<file path="config.mk">
export PLATFORM = sky130hd
export DESIGN_NAME = ps2_key_event_ctrl
export DESIGN_NICKNAME = d
export VERILOG_FILES = /design/src/rtl/ps2_key_event_ctrl.sv
export SDC_FILE = /design/constraint.sdc
export NUM_CORES = 1
export LEC_CHECK = 0
export BUFFER_PORTS_ARGS = -buffer_cell sky130_fd_sc_hd__buf_2
export CAP_MARGIN = 25
export CORE_AREA = 5 5 89 70
export CTS_BUF_LIST = sky130_fd_sc_hd__clkbuf_2
export CTS_CLUSTER_SIZE = 40
export DETAILED_ROUTE_END_ITERATION = 10
export DIE_AREA = 0 0 94 75
export MAX_ROUTING_LAYER = met4
export PLACE_DENSITY = 0.8
export SETUP_SLACK_MARGIN = 0.3
export SYNTH_ARGS = -nofsm -noshare
export SYNTH_HDL_FRONTEND = slang
export SYNTH_SLANG_ARGS = --single-unit
</file>
<file path="constraint.sdc">
create_clock -name CLOCK_50 -period 7.9 [get_ports CLOCK_50]
set_input_delay 1.58 -clock CLOCK_50 [delete_from_list [all_inputs] [get_ports CLOCK_50]]
set_output_delay 1.58 -clock CLOCK_50 [all_outputs]
set_load 0.01 [all_outputs]
</file>
<file path="src/rtl/ps2_key_event_ctrl.sv">
// rtl/ps2_key_event_ctrl.sv - PS/2 scan-code to key-event sequencer with event FIFO; optional idle timeout via PS2_TIMEOUT_EN
module ps2_key_event_ctrl #(
   parameter int FIFO_DEPTH     = 4,
   parameter int TIMEOUT_CYCLES = 2500000
) (
   input  logic       CLOCK_50,
   input  logic       Reset,
   input  logic [7:0] byte_in,
   input  logic       byte_valid,
   output logic       ev_valid,
   input  logic       ev_ready,
   output logic [7:0] ev_code,
   output logic       ev_ext,
   output logic       ev_break,
   output logic       overflow,
   output logic [7:0] err_cnt
);

   localparam int AW = (FIFO_DEPTH > 1) ? $clog2(FIFO_DEPTH) : 1;
   localparam logic [AW:0]   DEPTH_CNT = (AW+1)'(FIFO_DEPTH);
   localparam logic [AW:0]   CNT_ONE   = (AW+1)'(1);
   localparam logic [AW-1:0] PTR_ONE   = AW'(1);

   typedef enum logic [2:0] {
      S_IDLE,
      S_EXT,
      S_BRK,
      S_EXT_BRK,
      S_PAUSE
   } state_t;

   state_t      state, state_nx;
   logic [2:0]  skip_cnt, skip_cnt_nx;
   logic        emit;
   logic [9:0]  emit_word;
   logic        err_inc;
   logic        timeout_hit;

   logic        is_e0, is_f0, is_e1, is_prefix, is_hk;

   logic [9:0]    mem [FIFO_DEPTH];
   logic [AW-1:0] wr_ptr, rd_ptr;
   logic [AW:0]   count;
   logic          full, push, pop;

   assign is_e0     = (byte_in == 8'hE0);
   assign is_f0     = (byte_in == 8'hF0);
   assign is_e1     = (byte_in == 8'hE1);
   assign is_prefix = is_e0 | is_f0 | is_e1;
   assign is_hk     = (byte_in == 8'h00) | (byte_in == 8'hAA) | (byte_in == 8'hEE) |
                      (byte_in == 8'hFA) | (byte_in == 8'hFE) | (byte_in == 8'hFF);

   // Where a prefix byte leads when it starts a fresh sequence
   function automatic state_t prefix_target(input logic [7:0] b);
      if (b == 8'hE0)
         return S_EXT;
      else if (b == 8'hF0)
         return S_BRK;
      else
         return S_PAUSE;
   endfunction

`ifdef PS2_TIMEOUT_EN
   localparam int TW = $clog2(TIMEOUT_CYCLES) + 1;
   localparam logic [TW-1:0] TO_LAST = TW'(TIMEOUT_CYCLES - 1);
   logic [TW-1:0] to_cnt;

   assign timeout_hit = (state != S_IDLE) && (to_cnt == TO_LAST);

   // Idle counter for abandoning a stalled partial sequence
   always_ff @(posedge CLOCK_50) begin
      if (Reset)
         to_cnt <= '0;
      else if (byte_valid || state == S_IDLE || timeout_hit)
         to_cnt <= '0;
      else
         to_cnt <= to_cnt + TW'(1);
   end
`else
   logic unused_timeout_cfg;
   assign unused_timeout_cfg = (TIMEOUT_CYCLES != 0);
   assign timeout_hit = 1'b0;
`endif

   // Sequencer state and pause-byte counter registers
   always_ff @(posedge CLOCK_50) begin
      if (Reset) begin
         state    <= S_IDLE;
         skip_cnt <= 3'd0;
      end else begin
         state    <= state_nx;
         skip_cnt <= skip_cnt_nx;
      end
   end

   // Next-state decode: prefix resolution, event emission and error flagging
   always_comb begin
      state_nx    = state;
      skip_cnt_nx = skip_cnt;
      emit        = 1'b0;
      emit_word   = {2'b00, byte_in};
      err_inc     = 1'b0;
      if (byte_valid) begin
         if (state == S_PAUSE) begin
            // Pause sequence swallows 7 bytes verbatim, housekeeping included
            skip_cnt_nx = skip_cnt + 3'd1;
            if (skip_cnt == 3'd6) begin
               emit        = 1'b1;
               emit_word   = {1'b1, 1'b0, 8'hE1};
               state_nx    = S_IDLE;
               skip_cnt_nx = 3'd0;
            end
         end else if (!is_hk) begin
            case (state)
               S_IDLE: begin
                  if (is_prefix) begin
                     state_nx = prefix_target(byte_in);
                  end else begin
                     emit      = 1'b1;
                     emit_word = {2'b00, byte_in};
                  end
               end
               S_EXT: begin
                  if (is_f0) begin
                     state_nx = S_EXT_BRK;
                  end else if (is_e0) begin
                     state_nx = S_EXT;
                  end else if (is_e1) begin
                     state_nx = S_PAUSE;
                     err_inc  = 1'b1;
                  end else begin
                     emit      = 1'b1;
                     emit_word = {2'b10, byte_in};
                     state_nx  = S_IDLE;
                  end
               end
               S_BRK: begin
                  if (is_prefix) begin
                     state_nx = prefix_target(byte_in);
                     err_inc  = 1'b1;
                  end else begin
                     emit      = 1'b1;
                     emit_word = {2'b01, byte_in};
                     state_nx  = S_IDLE;
                  end
               end
               S_EXT_BRK: begin
                  if (is_prefix) begin
                     state_nx = prefix_target(byte_in);
                     err_inc  = 1'b1;
                  end else begin
                     emit      = 1'b1;
                     emit_word = {2'b11, byte_in};
                     state_nx  = S_IDLE;
                  end
               end
               default: state_nx = S_IDLE;
            endcase
         end
      end else if (timeout_hit) begin
         state_nx    = S_IDLE;
         skip_cnt_nx = 3'd0;
         err_inc     = 1'b1;
      end
   end

   assign full     = (count == DEPTH_CNT);
   assign ev_valid = (count != '0);
   assign pop      = ev_valid & ev_ready;
   assign push     = emit & (~full | pop);

   assign {ev_ext, ev_break, ev_code} = mem[rd_ptr];

   // Event FIFO storage; cleared on reset so the idle head reads as zero
   always_ff @(posedge CLOCK_50) begin
      if (Reset) begin
         for (int i = 0; i < FIFO_DEPTH; i++)
            mem[i] <= 10'd0;
      end else if (push) begin
         mem[wr_ptr] <= emit_word;
      end
   end

   // FIFO pointers and occupancy
   always_ff @(posedge CLOCK_50) begin
      if (Reset) begin
         wr_ptr <= '0;
         rd_ptr <= '0;
         count  <= '0;
      end else begin
         if (push)
            wr_ptr <= wr_ptr + PTR_ONE;
         if (pop)
            rd_ptr <= rd_ptr + PTR_ONE;
         case ({push, pop})
            2'b10:   count <= count + CNT_ONE;
            2'b01:   count <= count - CNT_ONE;
            default: count <= count;
         endcase
      end
   end

   // Sticky overflow flag and saturating protocol error counter
   always_ff @(posedge CLOCK_50) begin
      if (Reset) begin
         overflow <= 1'b0;
         err_cnt  <= 8'd0;
      end else begin
         if (emit && full && !pop)
            overflow <= 1'b1;
         if (err_inc && err_cnt != 8'hFF)
            err_cnt <= err_cnt + 8'd1;
      end
   end

endmodule

</file>
==> flow_summary.json <==
{
  "hold_path.startpoint": "overflow",
  "yosys-top-cells-area": "edfxtp_1 39%, dfxtp_1 16%, mux4_2 7.3%, nor2_1 6.8%, nor3_1 2.4%",
  "setup_viol": 0,
  "wl_um": 6630,
  "post_cts_buffers": 0,
  "drc_errors": 0,
  "io_pins": 32,
  "clk_pin_slew_ps": 180,
  "initial_utilization": 0.586,
  "fin_crit_ps": 3690,
  "async_flop_share": 0,
  "core_um2": 5240,
  "crit_path_start_kind": "flip-flop",
  "status": "complete, no violations",
  "cp_data_required_time_ps": 6320,
  "worstHoldPathCells": 2,
  "clockBufferDepth": 2,
  "rsz0062_at_grt": "no",
  "ir_worst_vdd_uv": 107,
  "cp_cell_sequence": "mux4_2, buf_2",
  "tightest_slew_ps": 804,
  "portBuffers": 31,
  "final_hold_viol_count": 0,
  "die_h_um": 75,
  "ys_seq_area_frac": 0.547,
  "cp_slowest_cell": "dfxtp_1",
  "drtAntennaViolNets": 0,
  "internal-power_mw": 0.490,
  "yosysTopAreaCellShare": 0.391,
  "yosys_warnings": 0,
  "num_vias": 2302,
  "seq_power_share": 0.571,
  "swShare": 0.318,
  "power.leakage_nw": 1.29,
  "tns_ps": 0,
  "syn_area_per_cell_um2": 11.0,
  "cts_hold_buf": 0,
  "critPathCaptureType": "output port",
  "grt_max_degree": 34,
  "syn-instance-count": 280,
  "htree_levels": 3,
  "dieArea_um2": 7050,
  "skew_ps": 24.6,
  "fmax_mhz": 271,
  "slowest_delay_ps": 820,
  "avgRoutedWirePerCell_um": 17.0,
  "cts_tree": "built",
  "diodes": 0,
  "antenna_found_initial": 0,
  "combPwrFrac": 0.197,
  "grt-ovfl-total": 0,
  "grt_util_all_layers": 0.212,
  "layoutNonFillerInstCount": 391,
  "n_fill_cell": 433,
  "min-delay-path-class": "flip-flop to flip-flop",
  "fin_crit_sh": 0.467,
  "rows": 23,
  "maxCapViolations": 0,
  "synth_top_area_cell": "edfxtp_1",
  "die_w_um": 94,
  "path_class": "flip-flop to output port",
  "dp_hpwl_um": 4720,
  "final_nets": 325,
  "reg2reg_depth": 6,
  "ctsResizeCount": 0,
  "p_per_area_nw_per_um2": 213,
  "drive_gt1_frac": 0.193,
  "grt_pass1_wl_um": 10700,
  "synth.net_count": 294,
  "synth_edf_count": 40,
  "syn_to_final_growth_pct": 9.65,
  "path_max_fanout": 10,
  "reg2reg_from": "state[1]",
  "synth_flop_cell": "edfxtp_1",
  "cts_buffers": 9,
  "vias_per_cell": 5.89,
  "grt_pass1_vias": 2082,
  "yosys-top-cells-count": "56 x nor2_1, 40 x edfxtp_1, 24 x dfxtp_1",
  "finalMaxSlewViolations": 0,
  "p_clk_frac": 0.232,
  "cts.sinks": 64,
  "max_slew_margin": 0.460,
  "cts_root_buf": "clkbuf_2",
  "drtIter0Drc": 302,
  "drtPass1Iterations": 5,
  "cp.arrival_ps": 2110,
  "netlist_area_um2": 3070,
  "synth.distinct_cells": 50,
  "dp_cells": 375,
  "yosys_register_bits": 64,
  "p_sw_mw": 0.229,
  "synth_most_common_cell": "nor2_1",
  "clock_latency_ps": 530,
  "gp_congestion": 0.860
}
## metal layers
layer / track usage / part of all wire
met1: 0.288 / 0.45
met2: 0.313 / 0.46
met3: 0.0689 / 0.077
met4: 0.0545 / 0.010
met5: - / 0
## layout make-up
| class | count | area [um^2] | share of cell area |
|---|---|---|---|
| multi-input cells | 193 | 1300 | 0.386 |
| inverters | 11 | 41.3 | 0.0123 |
| clock buffers | 9 | 45.0 | 0.0134 |
| clock inverters | 7 | 45.0 | 0.0134 |
| well taps | 75 | 93.8 | 0.0279 |
| flip-flops and latches | 64 | 1680 | 0.499 |
| repair buffers | 32 | 163 | 0.0483 |
## kinds of logic after synthesis
| logic type | count (synthesis) | share of synthesized area |
|---|---|---|
| simple gates | 138 | 0.222 |
| flops | 64 | 0.547 |
| compound gates | 28 | 0.0717 |
| buf+inv | 23 | 0.0297 |
| mux | 15 | 0.0900 |
| xor+xnor | 10 | 0.0285 |
| fa+ha+maj | 2 | 0.0106 |
## power by group through the flow
stage	combinational (mW)	clock (mW)	sequential [mW]
final	0.141	0.167	0.410
after floorplan	0.113	0	0.397
after detailed placement	0.140	0	0.418
after global routing	0.154	0.184	0.415
after global placement	0.137	0	0.415
after CTS	0.141	0.170	0.410
## layout by cell type, fill, tap and decap left out, types with 4 or more instances in the layout
cell type and count:
nor2_1 56, edfxtp_1 40, buf_2 31, dfxtp_1 24, nor3_1 15, nand2_1 15
nand3_1 12, inv_1 11, mux4_2 10, nand2b_1 9, clkbuf_2 9, xor2_1 8
a21oi_1 5, nand4_1 4, nor2b_1 4, o21ai_0 4, mux2i_1 4
## sequential cells by signal, summed over array words and instances, names as in the netlist, named ones only
signal,count
mem,40
state,3
skip_cnt,3
rd_ptr,2
overflow,1
count,3
wr_ptr,2
err_cnt,8
## metrics by stage
stage / utilization / setup WS [ps] / area (um^2) / power (mW) / hold slack, ps
finish: 0.643 / 4210 / 3370 / 0.718 / 543
global route: 0.643 / 4040 / 3370 / 0.753 / 583
CTS: 0.643 / 4160 / 3370 / 0.722 / 553
detailed placement: 0.626 / 3840 / 3280 / 0.557 / 501
global placement: 0.626 / 4010 / 3280 / 0.552 / 498
floorplan: - / 4200 / 3070 / 0.511 / 485
## worst paths after layout
| kind | to | slack (ps) |
|---|---|---|
| min | overflow | 540 |
| max | ev_ext | 4210 |
| max reg2reg | mem[3][0] | 5040 |
| min reg2reg | overflow | 540 |
## worst max-delay path, delay by kind of cell, from the launching register on
| family | cells | cell delay, ps |
|---|---|---|
| buffers and inverters | 1 | 160 |
| flip-flops | 1 | 820 |
| multiplexers | 1 | 600 |
Note: power is estimated with default switching activity, not from simulation.
